`config.mk`:
```
export PLATFORM = sky130hd
export DESIGN_NAME = sram_test_ctrl
export DESIGN_NICKNAME = d
export VERILOG_FILES = /design/src/rtl/sram_test_pkg.sv /design/src/rtl/sram_rd_pipe.sv /design/src/rtl/sram_test_ctrl.sv
export SDC_FILE = /design/constraint.sdc
export NUM_CORES = 1
export LEC_CHECK = 0
export ABC_AREA = 1
export CAP_MARGIN = 5
export CORE_ASPECT_RATIO = 0.75
export CORE_MARGIN = 3
export CORE_UTILIZATION = 45
export DETAILED_ROUTE_END_ITERATION = 12
export PLACE_DENSITY = 0.75
export RECOVER_POWER = 25
export SYNTH_ARGS = -nofsm -noshare
export SYNTH_HDL_FRONTEND = slang
export SYNTH_SLANG_ARGS = --single-unit
```
`constraint.sdc`:
```
create_clock -name clk -period 2.1 [get_ports clk]
set_clock_uncertainty 0.15 [all_clocks]
set_input_delay 0.63 -clock clk [delete_from_list [all_inputs] [get_ports clk]]
set_output_delay 0.63 -clock clk [all_outputs]
set_load 0.02 [all_outputs]
```
`src/rtl/sram_test_pkg.sv`:
```
// ============================================================================
//  Module : sram_test_pkg
//  Brief  : Op codes, FSM states and strobe polarity for the SRAM test controller.
//  Rev    : 1.0  initial release
// ============================================================================
`default_nettype none

package sram_test_pkg;

    localparam logic [2:0] OP_R_ONE = 3'd0;
    localparam logic [2:0] OP_W_ONE = 3'd1;
    localparam logic [2:0] OP_FILL  = 3'd2;
    localparam logic [2:0] OP_DUMP  = 3'd3;
    localparam logic [2:0] OP_CHECK = 3'd4;

    // SRAM strobes are active low
    localparam logic ENA    = 1'b0;
    localparam logic DISENA = 1'b1;

    typedef enum logic [2:0] {
        ST_IDLE  = 3'd0,
        ST_WR    = 3'd1,
        ST_RD    = 3'd2,
        ST_DRAIN = 3'd3,
        ST_DONE  = 3'd4
    } state_e;

    function automatic logic op_is_sweep(input logic [2:0] op);
        return (op == OP_FILL) || (op == OP_DUMP) || (op == OP_CHECK);
    endfunction

endpackage

`default_nettype wire

```
`src/rtl/sram_rd_pipe.sv`:
```
// ============================================================================
//  Module : sram_rd_pipe
//  Brief  : RD_LAT-deep valid/address delay line aligning read data capture.
//  Rev    : 1.0  initial release
// ============================================================================
`default_nettype none

module sram_rd_pipe #(
    parameter int AW     = 10,
    parameter int RD_LAT = 1
) (
    input  logic          clk,
    input  logic          rst,
    input  logic          i_valid,
    input  logic [AW-1:0] i_addr,
    output logic          o_valid,
    output logic [AW-1:0] o_addr
);

    logic [RD_LAT-1:0] r_vld;
    logic [AW-1:0]     r_addr [RD_LAT];

    always_ff @(posedge clk) begin
        if (rst) begin
            r_vld <= '0;
            for (int i = 0; i < RD_LAT; i++) begin
                r_addr[i] <= '0;
            end
        end else begin
            r_vld[0]  <= i_valid;
            r_addr[0] <= i_addr;
            for (int i = 1; i < RD_LAT; i++) begin
                r_vld[i]  <= r_vld[i-1];
                r_addr[i] <= r_addr[i-1];
            end
        end
    end

    assign o_valid = r_vld[RD_LAT-1];
    assign o_addr  = r_addr[RD_LAT-1];

endmodule

`default_nettype wire

```
`src/rtl/sram_test_ctrl.sv`:
```
// ============================================================================
//  Module : sram_test_ctrl
//  Brief  : SRAM test controller: single read/write, fill, dump and check sweeps.
//  Rev    : 1.0  initial release
// ============================================================================
`default_nettype none

module sram_test_ctrl
    import sram_test_pkg::*;
#(
    parameter int DW     = 8,
    parameter int AW     = 10,
    parameter int RD_LAT = 1
) (
    input  logic          clk,
    input  logic          reset,
    input  logic          cmd_valid,
    output logic          cmd_ready,
    input  logic [2:0]    cmd_op,
    input  logic [AW-1:0] cmd_addr,
    input  logic [DW-1:0] cmd_data,
    input  logic          cmd_inv,
    output logic          out_valid,
    output logic [DW-1:0] out_data,
    output logic [AW-1:0] out_addr,
    output logic          half,
    output logic          done,
    output logic          err,
    output logic [AW:0]   err_cnt,
    output logic [AW-1:0] err_addr,
    output logic          s_cen,
    output logic          s_wen,
    output logic          s_oen,
    output logic [AW-1:0] s_addr,
    output logic [DW-1:0] s_ddata,
    input  logic [DW-1:0] s_qdata
);

    localparam int            DEPTH    = 2**AW;
    localparam int            LW       = $clog2(RD_LAT + 1);
    localparam logic [AW-1:0] c_LAST   = AW'(DEPTH - 1);
    localparam logic [AW-1:0] c_HALF   = AW'(DEPTH / 2 - 1);
    localparam logic [AW:0]   c_MAXCNT = (AW+1)'(DEPTH);

    state_e        r_state;
    state_e        w_next;
    logic [2:0]    r_op;
    logic [DW-1:0] r_data;
    logic          r_inv;
    logic [AW-1:0] r_addr;
    logic [LW-1:0] r_lat;

    logic          w_accept;
    logic          w_last;
    logic          w_issue;
    logic          w_pipe_vld;
    logic [AW-1:0] w_pipe_addr;
    logic [DW-1:0] w_pat_wr;
    logic [DW-1:0] w_pat_chk;

    assign w_accept  = cmd_valid && (r_state == ST_IDLE);
    assign w_last    = !op_is_sweep(r_op) || (r_addr == c_LAST);
    assign w_issue   = (r_state == ST_WR) || (r_state == ST_RD);
    assign w_pat_wr  = (r_inv && r_addr[0])      ? ~r_data : r_data;
    assign w_pat_chk = (r_inv && w_pipe_addr[0]) ? ~r_data : r_data;

    always_ff @(posedge clk) begin
        if (reset) begin
            r_state <= ST_IDLE;
        end else begin
            r_state <= w_next;
        end
    end

    always_comb begin
        w_next = r_state;
        case (r_state)
            ST_IDLE: begin
                if (w_accept) begin
                    case (cmd_op)
                        OP_W_ONE, OP_FILL:           w_next = ST_WR;
                        OP_R_ONE, OP_DUMP, OP_CHECK: w_next = ST_RD;
                        default:                     w_next = ST_DONE;
                    endcase
                end
            end
            ST_WR:    if (w_last) w_next = ST_DONE;
            ST_RD:    if (w_last) w_next = ST_DRAIN;
            ST_DRAIN: if (r_lat == LW'(RD_LAT - 1)) w_next = ST_DONE;
            ST_DONE:  w_next = ST_IDLE;
            default:  w_next = ST_IDLE;
        endcase
    end

    always_comb begin
        cmd_ready = (r_state == ST_IDLE);
        done      = (r_state == ST_DONE);
        s_cen     = w_issue              ? ENA : DISENA;
        s_wen     = (r_state == ST_WR)   ? ENA : DISENA;
        s_oen     = (r_state == ST_RD)   ? ENA : DISENA;
        s_addr    = r_addr;
        s_ddata   = (r_op == OP_W_ONE) ? r_data : w_pat_wr;
    end

    sram_rd_pipe #(
        .AW     (AW),
        .RD_LAT (RD_LAT)
    ) u_rd_pipe (
        .clk     (clk),
        .rst     (reset),
        .i_valid (r_state == ST_RD),
        .i_addr  (r_addr),
        .o_valid (w_pipe_vld),
        .o_addr  (w_pipe_addr)
    );

    always_ff @(posedge clk) begin
        if (reset) begin
            r_op      <= '0;
            r_data    <= '0;
            r_inv     <= 1'b0;
            r_addr    <= '0;
            r_lat     <= '0;
            out_valid <= 1'b0;
            out_data  <= '0;
            out_addr  <= '0;
            half      <= 1'b0;
            err       <= 1'b0;
            err_cnt   <= '0;
            err_addr  <= '0;
        end else begin
            out_valid <= w_pipe_vld;
            r_lat     <= (r_state == ST_DRAIN) ? r_lat + LW'(1) : '0;
            if (w_pipe_vld) begin
                out_data <= s_qdata;
                out_addr <= w_pipe_addr;
            end
            if (w_accept) begin
                r_op     <= cmd_op;
                r_data   <= cmd_data;
                r_inv    <= cmd_inv;
                r_addr   <= op_is_sweep(cmd_op) ? '0 : cmd_addr;
                half     <= 1'b0;
                err      <= (cmd_op > OP_CHECK);
                err_cnt  <= '0;
                err_addr <= '0;
            end else begin
                if (w_issue && !w_last) begin
                    r_addr <= r_addr + AW'(1);
                end
                // Fill progress follows issue; read sweeps follow capture
                if ((r_state == ST_WR) && (r_op == OP_FILL) && (r_addr == c_HALF)) begin
                    half <= 1'b1;
                end
                if (w_pipe_vld && op_is_sweep(r_op) && (w_pipe_addr == c_HALF)) begin
                    half <= 1'b1;
                end
                if (w_pipe_vld && (r_op == OP_CHECK) && (s_qdata != w_pat_chk)) begin
                    err <= 1'b1;
                    if (err_cnt != c_MAXCNT) begin
                        err_cnt <= err_cnt + (AW+1)'(1);
                    end
                    if (err_cnt == '0) begin
                        err_addr <= w_pipe_addr;
                    end
                end
            end
        end
    end

endmodule

`default_nettype wire
```
# After elaboration in Yosys (flattened, before gate mapping)

Memories as Yosys holds them, arrays and structs flattened.
Cells that the tools add are included.

Register bits: 69
RAM bits: 10
Word-level logic and storage cells: 98
Memories: 1

Memories:

| memory           | depth | bits a word | read ports | clocked after memory_dff | wr ports | RTL line           | text |
|---|---|---|---|---|---|---|---|
| u_rd_pipe.r_addr | 1     | 10          | 1          | 0                        | 1        | sram_rd_pipe.sv:21 | `logic [AW-1:0] r_addr [RD_LAT];` |

Add/sub/neg operators: 3
Order comparisons: 1
Eq/ne operators: 21
Multiplexer cells: 24
Bitwise operators: 2
Reductions and logical operators: 32

Operator list:

| operator              | number |
|---|---|
| $mux 10               | 4 |
| $mux 8                | 3 |
| $eq 10x9->1 const B   | 2 |
| $eq 3x2->1 const B    | 6 |
| $mux 3                | 4 |
| $pmux 3 s4            | 1 |
| $add 11x1->11 const B | 1 |
| $logic_not 11->1      | 1 |
| $mux 1                | 11 |
| $ne 11x11->1 const B  | 1 |
| $add 10x1->10 const B | 1 |
| $eq 10x10->1 const B  | 1 |
| $logic_and 1x1->1     | 10 |
| $reduce_or 10->1      | 1 |
| $eq 3x1->1 const B    | 3 |
| $eq 3x3->1 const B    | 3 |
| $ne 8x8->1            | 1 |
| $not 8->8             | 1 |
| $logic_not 3->1       | 2 |
| $logic_or 1x1->1      | 6 |
| $ne 2x2->1 const B    | 3 |
| $pmux 3 s2            | 1 |
| $reduce_bool 2->1     | 3 |
| $reduce_or 2->1       | 3 |
| other kinds (8)       | 10 |

# Longest topological paths before layout

Depth after elaboration: 9
Depth in mapped cells: 13
Mapped depth without buffers: 12

# Hierarchy

Synthesis repeated with hierarchy kept, for this count alone.

Cells, all modules: 530
Area, all modules: 3729.8 um^2

Modules (own cells, without submodules):

| module         | times used | cells each | area an instance (um^2) | seq. area each (um^2) |
|---|---|---|---|---|
| sram_test_ctrl | 1          | 496        | 3415.8                  | 1361.3 |
| sram_rd_pipe   | 1          | 34         | 314.1                   | 220.2 |

# Least setup slack after synthesis

OpenSTA, ideal clock, no wires.

Path kind: register -> output
From: register r_op[2]
To: output port s_ddata[0]
Arrival time: 1404 ps
Slack: -84 ps
Cell stages (with the launch flop): 3
Buffers on the path: 0
Cell sequence: dfxtp_1 o311ai_2 xor2_1

Longest elaborated chain between the ends: 2

Ends and longest elaborated chain:

| item                   | RTL line              | text |
|---|---|---|
| from (decl)            | sram_test_ctrl.sv:47  | `logic [2:0] r_op;` |
| from (signal assigned) | sram_test_ctrl.sv:139 | `r_op <= cmd_op;` |
| $eq 3x1->1             | sram_test_ctrl.sv:102 | `s_ddata = (r_op == OP_W_ONE) ? r_data : w_pat_wr;` |
| $mux 8                 | sram_test_ctrl.sv:102 |  |
| to (decl)              | sram_test_ctrl.sv:35  | `output logic [DW-1:0] s_ddata,` |

Every way passes these cells.

# Worst setup path in the final report

From: register r_op[2]
To: output port s_ddata[7]

Same word-level chain as after synthesis.

==> impl_summary.txt <==
----------------------------------------------------
[Detailed routing]
  Avg WL per Cell ... 14.7 um
  Remaining number of nets flagged by the antenna check after routing ... 0
  Starting DRT DRC Count ... 267
  Number of vias per cell ... 5.18
  Routed wire length ... 11.6 mm
  DRC violation count after routing ... 0
  Number of vias after detailed routing ... 4,074
  Number of detailed-routing iterations run before antenna repair ... 5

[Global routing]
  Total overflow reported by the global router ... 0
  Wire length of the first global-routing pass ... 18.2 mm
  Pin count of the biggest net entering global routing ... 31
  Number of antenna violations at the first check in global routing ... 0
  Vias in the first global route ... 3,814
  Overall routing resource usage ... 0.236

[Clock network]
  Maximum clock path buffer count ... 2
  Clock sink total ... 79
  CTS hold repair buffers ... 0
  CTS HTree Levels ... 3
  Total clock buffers created by CTS ... 9
  Clk Tree Root Cell ... sky130_fd_sc_hd__clkbuf_8
  Clock-pin slew on the worst setup and hold paths ... 0.07 ns
  Clk Latency, worst-skew pair ... 0.35 ns
  Clock tree from TritonCTS ... yes

[Pwr]
  P per Cell Area ... 793 nW/um^2
  Peak ir drop on the vdd network ... 0.555 mV
  Leakage ... 2.86 nW

[STA]
  Share of the cycle needed by the critical path after routing ... 1.09
  Count of endpoints failing setup in the final report ... 8
  Relative slew slack ... 0.611
  Actual transition at the worst max-transition pin ... 0.583 ns
  Number of hold-slack violations in the final timing report ... 0
  FMAX ... 0.436 GHz
  Final max-slew violation count ... 0
  Total negative slack for setup checks ... -1.33 ns
  Worst hold slack across all endpoints ... 0.281 ns
  Shortest period the worst path allows ... 2.29 ns
  RSZ-0062 raised after global routing ... true
  Post-route setup slack ... -0.193 ns

[Place]
  Global placer's final weighted congestion ... 0.875
  Buffers on Ports ... 97
  Setup Slack @ Placement ... -0.379 ns
  Detailed Place HPWL ... 8.30 mm

[Synthesis]
  Area share of the largest cell type after synthesis ... 0.423
  Cell accounting for the most synthesized area ... sky130_fd_sc_hd__dfxtp_1
  Synthesized area ... 3740 sq um
  Cell count after synthesis ... 536
  Netlist cell types ... 38
  Number of enable-type register cells in the synthesized netlist ... 0
  Sequential element share of the synthesized area ... 0.423
  Ranking of synthesized cells by instance count ... 130 x sky130_fd_sc_hd__nand2_1, 79 x sky130_fd_sc_hd__dfxtp_1, 68 x sky130_fd_sc_hd__inv_1, 58 x sky130_fd_sc_hd__nor2_1, 39 x sky130_fd_sc_hd__nand3_1
  Top-count cell post-synth ... sky130_fd_sc_hd__nand2_1
  Post-synth ARST share ... 0
  Area contributors post-synth ... sky130_fd_sc_hd__dfxtp_1 42%, sky130_fd_sc_hd__nand2_1 13%, sky130_fd_sc_hd__inv_1 6.8%
  Synthesized Nets ... 572
  Post-synth top flop ... sky130_fd_sc_hd__dfxtp_1
  Post-synthesis sequential element count ... 79
  Average cell area after synthesis ... 6.97 sq um
  Warning count from the yosys run ... 0

[Cells and area]
  FF+latch area ... 1590 sq um
  Ratio of cells with drive above 1 in the final layout ... 0.156
  Fill cell count ... 669
  Area used by multi-input combinational logic ... 1890 sq um
  Growth of design area from synthesis to finish ... 47.3%
  Inserted Diodes ... 0
  Net total in the final layout ... 713

[Setup path]
  Element type at the critical path start ... flop
  Critical-path top delay cell ... sky130_fd_sc_hd__dfxtp_2
  Startpoint-to-endpoint class of the critical path ... flop to output pin
  Kind of end point of the critical path ... output pin
  Series of cell instances along the critical path ... o311ai_4, buf_12, xor2_1, buf_4
  Worst endpoint required time ... 1.32 ns
  Delay of the slowest cell on the worst path ... 0.33 ns
  Critical-path maximum fanout ... 8
  Data arrival time at the worst-slack endpoint ... 1.51 ns

[Floorplanning]
  Starting density of the core ... 0.468
  Horizontal extent of the die ... 111 um
  # IOs ... 98
  Die Ht ... 84.9 um
  Number of rows created at floorplan ... 28
  Core area ... 7990 sq um
  DIE AREA ... 9440 sq um

[Status]
  Outcome ... finished, violations left
  Violations in the final reports ... negative setup slack

[Run]
  Max-cap violation count ... 0

[Hold path]
  Class of the most critical hold timing path ... flop to flop

----------------------------------------------------
path summary, 6_finish.rpt:
check,cells after the start,slack (ns),startpoint,end
setup reg to reg,10,0.13,s_addr[0],s_addr[4]
hold / removal,1,0.28,r_lat,r_lat
hold reg to reg,1,0.28,r_lat,r_lat
setup / recovery,4,-0.19,r_op[2],s_ddata[7]
layer usage:
layer  routed length, um  global-route usage
met4                 109              0.0630
met1                5140               0.317
met5                   0                   0
met3                 911              0.0592
met2                5410               0.381
report_power, final:
part / switching [mW] / internal, mW
logic: 0.720 / 0.513
registers: 0.124 / 1.64
clock network: 0.549 / 0.818
total: 1.39 / 2.97
sequential cells by signal, indices dropped and copies added (netlist names):
name	cells
err_cnt	11
r_data	8
r_state	3
r_lat	1
s_addr	10
err_addr	10
err	1
u_rd_pipe.r_addr	10
u_rd_pipe.o_valid	1
out_data	8
r_op	3
half	1
out_addr	10
r_inv	1
out_valid	1
worst max-delay path, delay by kind of cell, from the launching register on:
family | cells | cell delay, ns
compound gates | 1 | 0.31
xor+xnor | 1 | 0.17
buf+inv | 2 | 0.36
flops | 1 | 0.33
layout make-up:
type,instances,area share
inverters,71,0.0489
clock inverters,5,0.0193
flip-flops and latches,79,0.288
well taps,105,0.0239
multi-input cells,368,0.343
clock buffers,10,0.0250
repair buffers,148,0.251
metrics by stage:
| step | instance area [sq um] | total power [mW] | utilization | instances |
|---|---|---|---|---|
| after floorplan | 3750 | 2.41 | - | 536 |
| after global placement | 5130 | 2.99 | 0.642 | 763 |
| after detailed placement | 5130 | 3.02 | 0.642 | 763 |
| after CTS | 5340 | 4.33 | 0.669 | 778 |
| after global routing | 5500 | 4.58 | 0.689 | 786 |
| final | 5500 | 4.36 | 0.689 | 786 |
cell families (layout without fill, tap and decap cells):
logic type / count (synthesis) / count (layout) / share of synthesized area
simple gates: 267 / 269 / 0.312
fa+ha+maj: 3 / 3 / 0.0100
buf+inv: 91 / 234 / 0.0998
xor+xnor: 12 / 12 / 0.0281
compound gates: 84 / 84 / 0.126
flops: 79 / 79 / 0.423
placed cells by master, fill, tap and decap left out, drive strengths merged, types with 2 or more instances in the layout:
master	instances
nand2	134
dfxtp	79
inv	70
nor2	59
buf	55
nand3	42
o21ai	38
a21oi	34
dlygate4sd2	33
clkdlybuf4s50	27
nand4	22
dlymetal6s2s	21
clkbuf	20
xor2	12
nor3	6
nor4	3
ha	3
bufinv	3
o22ai	2
a31oi	2
a22o	2
or2	2
clkinv	2
repair_timing:
item                                    in CTS  in global routing
pin swaps                                    3                  6
gates cloned                                 0                  3
setup buffers                                0                  5
gates resized for setup                     97                 42
endpoints found under the setup margin      48                 58
Power figures use the tool's default switching activity.
